File: config.mk
export PLATFORM = sky130hd
export DESIGN_NAME = mmio_io_responder
export DESIGN_NICKNAME = d
export VERILOG_FILES = /design/src/rtl/io_map_pkg.sv /design/src/rtl/seg7_decoder.sv /design/src/rtl/mmio_io_responder.sv
export SDC_FILE = /design/constraint.sdc
export NUM_CORES = 1
export LEC_CHECK = 0
export ABC_AREA = 0
export BUFFER_PORTS_ARGS = -buffer_cell sky130_fd_sc_hd__buf_4
export CAP_MARGIN = 20
export CORE_AREA = 2 2 119 121
export CTS_BUF_LIST = sky130_fd_sc_hd__clkbuf_16
export DETAILED_ROUTE_END_ITERATION = 8
export DIE_AREA = 0 0 121 123
export HOLD_SLACK_MARGIN = 0.05
export MAX_ROUTING_LAYER = met4
export PLACE_DENSITY = 0.82
export SETUP_SLACK_MARGIN = 0.05
export SYNTH_ARGS = -nofsm -noshare
export SYNTH_HDL_FRONTEND = slang
export SYNTH_HIERARCHICAL = 1
export SYNTH_SLANG_ARGS = --single-unit
File: constraint.sdc
create_clock -name clock -period 2.3 [get_ports clock]
set_clock_uncertainty 0.2 [all_clocks]
set_input_delay 0.345 -clock clock [delete_from_list [all_inputs] [get_ports clock]]
set_output_delay 0.345 -clock clock [all_outputs]
set_load 0.05 [all_outputs]
File: src/rtl/io_map_pkg.sv
// Shared register map and constants for the MMIO I/O responder.
package io_map_pkg;

  localparam logic [31:0] IO_BASE_DEFAULT = 32'h0000_00C0;

  // Byte offsets inside the 32-byte window.
  localparam logic [4:0] OFF_HEX_LO = 5'h00;
  localparam logic [4:0] OFF_HEX_HI = 5'h04;
  localparam logic [4:0] OFF_SW     = 5'h08;
  localparam logic [4:0] OFF_CTRL   = 5'h0C;
  localparam logic [4:0] OFF_EVT    = 5'h10;

  localparam int CTRL_BLANK = 0;
  localparam int CTRL_CHG   = 1;

  localparam logic [6:0] SEG_BLANK = 7'h7F;

endpackage

File: src/rtl/seg7_decoder.sv
// Hex nibble to active-low seven-segment pattern, bit 6 = segment g.
module seg7_decoder (
  input  logic [3:0] nibble,
  output logic [6:0] seg
);

  // NOTE: assign a default before the case so no path through always_comb leaves seg unassigned (no latch).
  always_comb begin
    seg = 7'h7F;
    case (nibble)
      4'h0: seg = 7'h40;
      4'h1: seg = 7'h79;
      4'h2: seg = 7'h24;
      4'h3: seg = 7'h30;
      4'h4: seg = 7'h19;
      4'h5: seg = 7'h12;
      4'h6: seg = 7'h02;
      4'h7: seg = 7'h78;
      4'h8: seg = 7'h00;
      4'h9: seg = 7'h10;
      4'hA: seg = 7'h08;
      4'hB: seg = 7'h03;
      4'hC: seg = 7'h46;
      4'hD: seg = 7'h21;
      4'hE: seg = 7'h06;
      4'hF: seg = 7'h0E;
      default: seg = 7'h7F;
    endcase
  end

endmodule

File: src/rtl/mmio_io_responder.sv
// MEM-stage I/O responder: hex display registers, debounced switches with
// sticky change flag and event counter, in a 32-byte window at IO_BASE.
module mmio_io_responder
  import io_map_pkg::*;
#(
  parameter logic [31:0] IO_BASE         = IO_BASE_DEFAULT,
  parameter logic [15:0] DEBOUNCE_CYCLES = 16'd50000
) (
  input  logic        clock,
  input  logic        reset,
  input  logic [31:0] addr,
  input  logic [31:0] wdata,
  input  logic        we,
  output logic [31:0] rdata,
  output logic        sel,
  input  logic [9:0]  sw,
  output logic [6:0]  hex0,
  output logic [6:0]  hex1,
  output logic [6:0]  hex2,
  output logic [6:0]  hex3,
  output logic [6:0]  hex4,
  output logic [6:0]  hex5
);

  localparam logic [15:0] CNT_MAX = DEBOUNCE_CYCLES - 16'd1;

  logic [4:0]  off;
  logic        wr_en;
  logic [15:0] hex_lo;
  logic [7:0]  hex_hi;
  logic        blank;
  logic        chg;
  logic [15:0] evt;

  logic [9:0]  sync_a;
  logic [9:0]  sync_s;
  logic [9:0]  last;
  logic [15:0] cnt;
  logic [9:0]  deb;
  logic        commit;

  logic unused_bits;
  assign unused_bits = ^{addr[1:0], wdata[31:16]};

  assign sel   = (addr[31:5] == IO_BASE[31:5]);
  assign off   = {addr[4:2], 2'b00};
  assign wr_en = we && sel;

  // A debounced change lands when the sampled value has been stable long enough.
  assign commit = (sync_s == last) && (cnt == CNT_MAX) && (deb != last);

  // NOTE: sequential state uses non-blocking assignments so every register sees pre-edge values.
  always_ff @(posedge clock) begin
    if (reset) begin
      sync_a <= '0;
      sync_s <= '0;
      last   <= '0;
      cnt    <= '0;
      deb    <= '0;
    end else begin
      sync_a <= sw;
      sync_s <= sync_a;
      if (sync_s != last) begin
        last <= sync_s;
        cnt  <= '0;
      end else if (cnt == CNT_MAX) begin
        if (deb != last) deb <= last;
      end else begin
        cnt <= cnt + 16'd1;
      end
    end
  end

  always_ff @(posedge clock) begin
    if (reset) begin
      hex_lo <= '0;
      hex_hi <= '0;
      blank  <= 1'b0;
      chg    <= 1'b0;
      evt    <= '0;
    end else begin
      if (wr_en && off == OFF_HEX_LO) hex_lo <= wdata[15:0];
      if (wr_en && off == OFF_HEX_HI) hex_hi <= wdata[7:0];
      if (wr_en && off == OFF_CTRL)   blank  <= wdata[CTRL_BLANK];
      // A new change outranks a same-cycle write-one-to-clear.
      if (commit)
        chg <= 1'b1;
      else if (wr_en && off == OFF_CTRL && wdata[CTRL_CHG])
        chg <= 1'b0;
      if (commit) evt <= evt + 16'd1;
    end
  end

  always_comb begin
    rdata = '0;
    if (sel) begin
      case (off)
        OFF_HEX_LO: rdata[15:0] = hex_lo;
        OFF_HEX_HI: rdata[7:0]  = hex_hi;
        OFF_SW:     rdata[9:0]  = deb;
        OFF_CTRL: begin
          rdata[CTRL_BLANK] = blank;
          rdata[CTRL_CHG]   = chg;
        end
        OFF_EVT:    rdata[15:0] = evt;
        default:    rdata = '0;
      endcase
    end
  end

  logic [23:0] nibbles;
  logic [6:0]  seg [6];

  assign nibbles = {hex_hi, hex_lo};

  for (genvar g = 0; g < 6; g++) begin : g_dec
    seg7_decoder u_dec (
      .nibble (nibbles[4*g +: 4]),
      .seg    (seg[g])
    );
  end

  assign hex0 = blank ? SEG_BLANK : seg[0];
  assign hex1 = blank ? SEG_BLANK : seg[1];
  assign hex2 = blank ? SEG_BLANK : seg[2];
  assign hex3 = blank ? SEG_BLANK : seg[3];
  assign hex4 = blank ? SEG_BLANK : seg[4];
  assign hex5 = blank ? SEG_BLANK : seg[5];

endmodule

==> impl_results.md <==
* Status: finished, violations left
* Failing checks: setup timing
* Mapped Area at ~6600 µm²
* CP startpoint kind: flop
* Cells after synthesis at 759
* Clk buf depth at 2
* Area growth, synth to finish at 55.8%
* Slew @ Worst Pin at roughly 0.53 ns
* Hold WC Path Type: in -> reg
* Vias in the first global route at approximately 6100
* Tot GR Track Use at 25.5%
* ANT cells at 0
* Final ANT Viol Nets at 0
* Avg Vias per Cell at a little under 6
* Post-Route WL at approximately 22 mm
* Hold WS at approximately 0.054 ns
* Clock Sinks at between 90 and 100
* Worst reg2reg setup slack at around 0.02 ns
* Crit. End Element: output port
* Avg Cell Area, Syn at around 8.6 µm²
* Drt pass-1 iters at 5
* Die area at approximately 15000 µm²
* Initial core utilization at between 40% and 50%
* Htree depth at 3
* R2r startpoint: last[1]
* Sw frac at roughly 28%
* Sequential Power Share at 46.7%
* Yosys cell types at 55
* Yosys reg bits at 98
* Worst-path fanout max at 5
* Top-Level Pins at approximately 150
* Fmax at just under 400 MHz
* Share of cells above drive strength 1 at 46.9%
* Post-route DRC at 0
* Slew HR at roughly 65%
* Setup violators final at slightly above 40
* Worst-Skew Late Latency at roughly 0.35 ns
* Comb power frac at 11.5%
* Wirelength per Cell at between 15 and 20 µm
* Yosys warns at 6
* Final #Nets at ~1100
* Final worst-path setup slack at -0.254 ns
* Critical Path End: hex0[6]
* Final min period at 2.55 ns
* CTS Buf Count at 9
* Max-cap viol count at 0
* Worst Path Required at 1.75 ns
* Area of the core at between 10000 and 15000 µm²
* Overall power at 3680 µW
* Clock transition at the registers of the reported paths at roughly 0.08 ns
* Crit. Startpoint: hex_lo[1]
* Chip height at 123 µm
* Leakage power at 0.00409 µW
* Slew Viols, Final at 0
* Worst ir drop on vdd at between 0.5 and 0.6 mV
* First-pass GRT wire length at between 20 and 30 mm
* Post-synthesis sequential area ratio at between 20 and 30%
* # rows at 43
* Worst EP arrival at roughly 2 ns
* Worst r2r dst: evt[0]
* Clock Power Share at about two fifths
* Via count at approximately 6600
* Final hold vios at 0
* CP Class: reg -> out
* Clock Tree Root: clkbuf_16
* Fill count at 768
* Port bufs at approximately 120
* Power density over the cells at 360 nW/µm²
* DR iter-0 viols at 503
* Sw power at between 1000 and 1500 µW
* Placer Congestion at between 0.9 and 1
* HPWL after DPL at 11.4 mm
* RSZ-0062 raised after global routing: yes
* Die width at approximately 120 µm
* CTS tree: done
* Largest net degree at the start of global routing at 45
* GRT overflow at 0
* Antenna violations before repair at 0
* Reg2Reg Depth at 8
* Internal power at 2670 µW
* Tcrit/Tclk final at 111%
-- per-layer routing --
metal | vias to the layer above | track usage, % | part of all wire [%]
met5 | - | - | 0
met4 | 0 | 8.65 | 3.8
met3 | 88 | 3.87 | 5.3
met2 | 304 | 45.9 | 53
met1 | 3228 | 29.0 | 38
li1 | 2976 | - | -
-- per-stage QoR --
stage               TNS (ns)  utilization, %  worst slack, ns  cell area, µm²  instances
finish                 -5.36            75.1           -0.254           10200       1142
global route           -7.68            75.1           -0.287           10200       1142
CTS                    -2.66            70.5           -0.173            9590       1117
detailed placement    -0.308            58.6          -0.0494            7970       1059
global placement      -0.141            58.6          -0.0272            7970       1059
floorplan                  0               -          0.00197            6830        774
-- cell usage after synthesis (all sizes together) --
| library cell | instances | area [µm²] |
|---|---|---|
| a21bo | 1 | 10.0 |
| or4 | 4 | 30.0 |
| and4 | 2 | 17.5 |
| a2bb2oi | 4 | 35.0 |
| clkbuf | 31 | 116 |
| dfxtp | 98 | 1960 |
| nand2 | 18 | 67.6 |
| buf | 32 | 245 |
| mux2i | 64 | 641 |
| o21ai | 25 | 125 |
| or2 | 43 | 269 |
| xor2 | 25 | 219 |
| nor3 | 17 | 96.4 |
| or3 | 1 | 6.26 |
| nor2 | 112 | 420 |
| mux4 | 6 | 158 |
| mux2 | 18 | 203 |
| nor4bb | 1 | 10.0 |
| nor4 | 10 | 62.6 |
| and3 | 6 | 37.5 |
| and2b | 6 | 52.6 |
| ha | 44 | 551 |
| a21oi | 27 | 135 |
| a31o | 2 | 17.5 |
| o32a | 2 | 20.0 |
| a31oi | 5 | 31.3 |
| o31ai | 4 | 30.0 |
| o22ai | 2 | 12.5 |
| nand4 | 11 | 83.8 |
| a22oi | 4 | 30.0 |
| nand3 | 25 | 125 |
| nand3b | 1 | 7.51 |
| nand2b | 1 | 6.26 |
| a22o | 12 | 105 |
| and4b | 2 | 20.0 |
| inv | 24 | 90.1 |
| or3b | 6 | 52.6 |
| nor2b | 42 | 263 |
| nor3b | 1 | 12.5 |
| nor4b | 3 | 41.3 |
| conb | 1 | 3.75 |
| and2 | 2 | 12.5 |
| xnor2 | 8 | 70.1 |
| a32o | 6 | 60.1 |
-- worst min-delay path by stage --
| stage | cells after the start | start | to | slack [ns] |
|---|---|---|---|---|
| 2_1_floorplan | 1 | sync_a[0] | sync_s[0] | 0.21 |
| 3_3_place_gp | 1 | sync_a[8] | sync_s[8] | 0.22 |
| 3_5_place_dp | 1 | sync_a[5] | sync_s[5] | 0.22 |
| 4_1_cts | 3 | wdata[10] | hex_lo[10] | 0.05 |
| 5_1_grt | 3 | wdata[12] | hex_lo[12] | 0.08 |
| 6_report | 3 | wdata[10] | hex_lo[10] | 0.05 |
-- cell families (layout without fill, tap and decap cells) --
family / after synthesis / count (layout) / share of synthesized area (%)
AND/OR/NAND/NOR: 314 / 314 / 25.8
flip-flops: 98 / 98 / 29.9
AO/OA/AOI/OAI: 94 / 94 / 9.32
multiplexers: 88 / 88 / 15.2
buffers and inverters: 87 / 275 / 6.88
adder cells (fa/ha/maj): 44 / 44 / 8.39
XOR/XNOR: 33 / 33 / 4.40
other: 1 / 16 / 0.0571
-- timing repair --
| action | in CTS | in global routing |
|---|---|---|
| endpoints found under the hold margin | 16 | 0 |
| cloned | 1 | 2 |
| gates resized for setup | 277 | 103 |
| hold buffers | 16 | 0 |
| pin swaps | 47 | 60 |
| buffers inserted | 25 | 25 |
| setup endpoints to repair | 69 | 73 |
-- cell type report --
type                            count  area [µm²]  area share, %
Clock buffer                        9         225           2.20
Clock inverter                      7        83.8          0.820
Inverter                           24         149           1.46
Multi-Input combinational cell    589        5100           49.9
Sequential cell                    98        2020           19.7
Tap cell                          180         225           2.20
Timing Repair Buffer              235        2430           23.7
-- power by group through the flow --
stage	clock, µW	sequential (µW)	combinational (µW)
after floorplan	0	1770	202
after global placement	0	1770	306
after detailed placement	0	1770	310
after CTS	1550	1730	345
after global routing	1630	1720	442
final	1540	1720	422
-- registers in the layout, summed over array words and instances (netlist names) --
name / count
deb: 10
hex_hi: 8
sync_s: 10
sync_a: 10
blank: 1
cnt: 16
evt: 16
hex_lo: 16
chg: 1
last: 10
-- critical path, stage by stage, from the launching register on --
cell     delay (ns)
dfxtp_2        0.38
inv_4          0.08
ha_1           0.21
mux2_2         0.31
a22o_1         0.22
or2_2          0.30
buf_8          0.15
-- cell usage in the layout (no fill, tap or decap), types with 9 or more instances in the layout --
| master | n |
|---|---|
| buf_8 | 49 |
| nand3_1 | 25 |
| a21oi_1 | 23 |
| ha_4 | 25 |
| nor2_4 | 12 |
| nor2_1 | 98 |
| mux2i_1 | 60 |
| dfxtp_1 | 73 |
| dfxtp_4 | 10 |
| buf_6 | 43 |
| or2_4 | 40 |
| mux2_1 | 9 |
| xor2_1 | 23 |
| inv_4 | 11 |
| dfxtp_2 | 15 |
| clkbuf_16 | 11 |
| nand4_1 | 10 |
| nand2_1 | 17 |
| nor3_2 | 9 |
| dlygate4sd3_1 | 16 |
| buf_4 | 121 |
| conb_1 | 16 |
| nor2b_1 | 41 |
| a22o_1 | 12 |
| o21ai_1 | 18 |
| ha_1 | 13 |
(Power assumes the default switching activity.)
